File: src/rtl/regfile_wb_arbiter.sv
// Purpose : shares the single register-file write port among NUM_REQ write-back sources, round-robin.
// Latency : 1 cycle from a transfer (valid & ready on a rising edge) to the registered rf_* outputs.
// Backpres: at most one req_ready_o bit per cycle; none while stall_i or rst_i is high.
//
// Ports:
//   clk_i, rst_i          clock, asynchronous active-high reset
//   stall_i               pipeline stall, suppresses every grant
//   req_valid_i/addr/data per-requester write request (0=ALU, 1=LSU, 2=MUL)
//   req_ready_o           per-requester grant, one-hot or zero
//   rf_we_o/waddr/wdata   registered register-file write port
//   grant_id_o            index of the requester whose write is presented this cycle

package riscv_cpu_pkg;
    localparam int ADDR_WIDTH = 5;
    localparam int DATA_WIDTH = 32;
endpackage

module regfile_wb_arbiter
    import riscv_cpu_pkg::*;
#(
    parameter  int NUM_REQ = 3,
    localparam int ID_W    = $clog2(NUM_REQ)
) (
    input  logic                                 clk_i,
    input  logic                                 rst_i,
    input  logic                                 stall_i,
    input  logic [NUM_REQ-1:0]                   req_valid_i,
    input  logic [NUM_REQ-1:0][ADDR_WIDTH-1:0]   req_addr_i,
    input  logic [NUM_REQ-1:0][DATA_WIDTH-1:0]   req_data_i,
    output logic [NUM_REQ-1:0]                   req_ready_o,
    output logic                                 rf_we_o,
    output logic [ADDR_WIDTH-1:0]                rf_waddr_o,
    output logic [DATA_WIDTH-1:0]                rf_wdata_o,
    output logic [ID_W-1:0]                      grant_id_o
);

    localparam logic [ID_W-1:0] LAST_ID = ID_W'(NUM_REQ - 1);

    logic [ID_W-1:0] rr_ptr;
    logic [ID_W-1:0] sel_idx;
    logic            sel_vld;
    logic            xfer;

    // Scan offsets from farthest to nearest so the requester closest to rr_ptr
    // overwrites any earlier candidate; no early-exit flag is needed.
    always_comb begin
        sel_vld = 1'b0;
        sel_idx = '0;
        for (int k = NUM_REQ - 1; k >= 0; k--) begin
            logic [ID_W-1:0] cand;
            cand = ID_W'((int'(rr_ptr) + k) % NUM_REQ);
            if (req_valid_i[cand]) begin
                sel_vld = 1'b1;
                sel_idx = cand;
            end
        end
    end

    // Grant is a function of valid, stall and rr_ptr only; address/data never
    // influence it. Reset also masks it so nothing transfers while held.
    always_comb begin
        req_ready_o = '0;
        if (sel_vld && !stall_i && !rst_i) begin
            req_ready_o[sel_idx] = 1'b1;
        end
    end

    assign xfer = |req_ready_o;

    always_ff @(posedge clk_i or posedge rst_i) begin
        if (rst_i) begin
            rr_ptr     <= '0;
            rf_we_o    <= 1'b0;
            rf_waddr_o <= '0;
            rf_wdata_o <= '0;
            grant_id_o <= '0;
        end else begin
            rf_we_o <= 1'b0;
            if (xfer) begin
                // x0 writes are accepted (they consume a slot and advance the
                // pointer) but never raise the write enable.
                rf_we_o    <= (req_addr_i[sel_idx] != '0);
                rf_waddr_o <= req_addr_i[sel_idx];
                rf_wdata_o <= req_data_i[sel_idx];
                grant_id_o <= sel_idx;
                rr_ptr     <= (sel_idx == LAST_ID) ? '0 : sel_idx + ID_W'(1);
            end
        end
    end

endmodule

File: config.mk
export PLATFORM = sky130hd
export DESIGN_NAME = regfile_wb_arbiter
export DESIGN_NICKNAME = d
export VERILOG_FILES = /design/src/rtl/regfile_wb_arbiter.sv
export SDC_FILE = /design/constraint.sdc
export NUM_CORES = 1
export LEC_CHECK = 0
export CAP_MARGIN = 20
export CORE_ASPECT_RATIO = 0.6
export CORE_UTILIZATION = 41
export CTS_BUF_LIST = sky130_fd_sc_hd__clkbuf_4
export CTS_CLUSTER_DIAMETER = 40
export CTS_CLUSTER_SIZE = 30
export DETAILED_ROUTE_END_ITERATION = 8
export PLACE_DENSITY = 0.83
export SYNTH_ARGS = -nofsm -noshare
export SYNTH_HDL_FRONTEND = slang
export SYNTH_SLANG_ARGS = --single-unit
File: constraint.sdc
create_clock -name clk_i -period 2.6 [get_ports clk_i]
set_input_delay 0.52 -clock clk_i [delete_from_list [all_inputs] [get_ports clk_i]]
set_output_delay 0.52 -clock clk_i [all_outputs]
set_load 0.02 [all_outputs]
==> reports/summary.txt <==
Clock Latency Late Sink = 0.34 ns
Sequential cell area = 1050 um^2
Design Power = 0.00553 W
Synth async-reset ratio = 1.00
Die Ht = 69.4 um
CTS tree = built
H-Tree Depth = 2
Clock Skew = 0.00480 ns
# fillers = 582
Crit path kind = reg2out
Final min period = 2.59 ns
Final hold slack = 0.492 ns
Final period utilization = 0.998
Area of the multi-input gates = 1920 um^2
HPWL Detailed = 7120 um
#FFs+latches synth = 42
Num CTS Buffers = 5
Sequential fraction of the synthesis area = 0.339
Global-route usage over all layers = 0.247
First-pass GRT wire length = 15,500 um
Post-DRT Antenna Nets = 0
Fraction of layout cells with a size suffix above 1 = 0.240
Core Area = 7300 um^2
P&R area growth vs syn = 63.2%
Fin worst setup slack = 0.00570 ns
CP Cell Sequence = buf_4 -> ha_4 -> a21oi_2 -> o211ai_1 -> a22oi_4 -> nand2b_4 -> a21oi_2 -> buf_4
Yosys cell types = 44
Synth Flop Type = dfrtp_1
# DRC = 0
Max clock buf depth = 2
Worst slack at placement = -0.458 ns
Fin area = 5060 um^2
EDFF count, synth = 0
GRT overflow = 0
Final core utilization = 0.694
Syn nets = 437
Leak = 2.02 nW
Worst Path Buf+Inv = 2
Input/output buffers = 159
Cell area after synthesis = 3100 um^2
Die Footprint = 7930 um^2
Final #Nets = 608
Diode count = 0
Final setup viols = 0
Maxcap violations = 0
CP Launch Type = flop
Synth top area share = 0.339
Synth Area per Inst = 9.78 um^2
Max Fclk = 385 MHz
Transition time of the tightest slew-check pin = 0.652 ns
Cell count after synthesis = 317
HP Class = reg2reg
Final WL = 9860 um
Pwr/cell area = 1090 nW/um^2
Crit-path max FO = 6
Vias post-DR = 3,190
Peak supply drop = 0.652 mV
DR iter-0 viols = 191
CP max stage delay = 0.42 ns
Avg WL per Cell = 16.7 um
Status = finished, final reports clean
Req. time, crit path = 2.08 ns
Top-level I/O count = 160
Rows = 24
Cell taking the most area after synthesis = dfrtp_1
Slew HR = 0.564
Initial antenna violation count = 0
Number of global-route vias before repair = 3,241
DRT Pass-1 Iters = 4
Die X = 114 um
Top post-synthesis cells by area = dfrtp_1 34%, a221oi_2 15%, o31ai_2 8.1%, and2_1 7.5%, nand2_1 5.1%
Critical Path End Type = output pin
Top delay family on crit path = compound AO/OA/AOI/OAI gates
CTS sink count = 42
Yosys warns = 0
Unrepaired setup endpoints after global routing = yes
Critical Path AT = 2.07 ns
Reg clk slew, reported paths = 0.12 ns
Placed Area = 4870 um^2
Max-slew violations = 0
Root buf cell = clkbuf_4
Gp weighted congestion = 0.848
Initial core utilization = 0.425
Final Hold Fails = 0
Hold-fix buffers, CTS = 0
CP max stage cell = dfrtp_1
Largest net degree at the start of global routing = 54
Post-synth top cells = 42 x dfrtp_1, 42 x nand2_1, 40 x nor2_1, 37 x and2_1, 30 x a221oi_2
Post-DR vias/cell = 5.39
## cell families after synthesis
logic type | after synthesis | synth area share
simple gates | 136 | 0.213
compound gates | 97 | 0.353
flops | 42 | 0.339
buf+inv | 37 | 0.0750
fa+ha+maj | 3 | 0.0121
mux | 2 | 0.00807
## area by class of cell
type / count / share of cell area
clock buffer: 5 / 0.00742
sequential: 42 / 0.208
tap: 104 / 0.0257
timing repair buffer: 195 / 0.374
clock inverter: 2 / 0.00198
multi-input combinational: 238 / 0.379
inverter: 6 / 0.00445
## worst reg2reg max path: stages (launching register included)
cell and delay, ns:
dfrtp_1 0.42, buf_4 0.16, ha_4 0.18, clkbuf_2 0.15
nor2b_1 0.14, o211ai_1 0.21, buf_4 0.19, buf_4 0.28
a21boi_0 0.14, a311o_1 0.34, a22o_1 0.17
## power by group
group	internal [W]	switching [W]
sequential	0.000971	0.000174
combinational	0.00191	0.00217
clock	0.0000977	0.000210
## registers in the layout, indices dropped and copies added (netlist names)
| register | cells |
|---|---|
| grant_id_o | 2 |
| rr_ptr | 2 |
| rf_we_o | 1 |
| rf_waddr_o | 5 |
| rf_wdata_o | 32 |
## layer usage
metal,GRT usage,share of wire,vias up
met2,0.411,0.46,149
met1,0.316,0.44,1507
met4,0.0548,0.010,0
li1,-,-,1522
met3,0.0752,0.089,12
met5,0,0,-
## stage by stage
stage	TNS [ns]	cells
finish	0	592
global route	-0.292	592
CTS	-0.0116	589
detailed placement	-6.10	579
global placement	-3.58	579
floorplan	0	317
## timing repair
item,in CTS,in global routing
buffers inserted,3,3
gates resized for setup,26,15
pin swaps,3,7
endpoints found under the setup margin,4,19
## path summary, 6_finish.rpt
kind / startpoint / endpoint / slack [ns] / depth (start not counted)
hold / removal: rf_wdata_o[4]$_DFFE_PP0P_ / rf_wdata_o[4]$_DFFE_PP0P_ / 0.49 / 2
max in group asynchronous: rst_i / rf_wdata_o[25]$_DFFE_PP0P_ / 1.25 / 4
setup / recovery: rr_ptr[1]$_DFFE_PP0P_ / req_ready_o[1] / 0.006 / 8
min in group asynchronous: rst_i / rf_wdata_o[7]$_DFFE_PP0P_ / 0.77 / 3
hold reg to reg: rf_wdata_o[4]$_DFFE_PP0P_ / rf_wdata_o[4]$_DFFE_PP0P_ / 0.49 / 2
setup reg to reg: rr_ptr[1]$_DFFE_PP0P_ / rf_wdata_o[0]$_DFFE_PP0P_ / 0.13 / 10
## cell usage in the layout (no fill, tap or decap), types with 2 or more instances in the layout
cell type,count
clkbuf_4,5
nand2_1,42
dfrtp_1,42
o31ai_1,16
nor3_1,2
clkdlybuf4s50_1,155
nand2b_4,2
ha_4,3
buf_4,33
a221oi_2,30
a221oi_1,6
and2_1,37
o211ai_1,3
o31ai_2,20
buf_6,2
inv_2,2
or4_1,2
buf_12,2
nor2_1,38
inv_1,4
a22o_1,2
a21oi_2,3
o21ai_0,3
nand3b_1,2
clkinv_2,2
nor4_1,3
(Power assumes the default switching activity.)
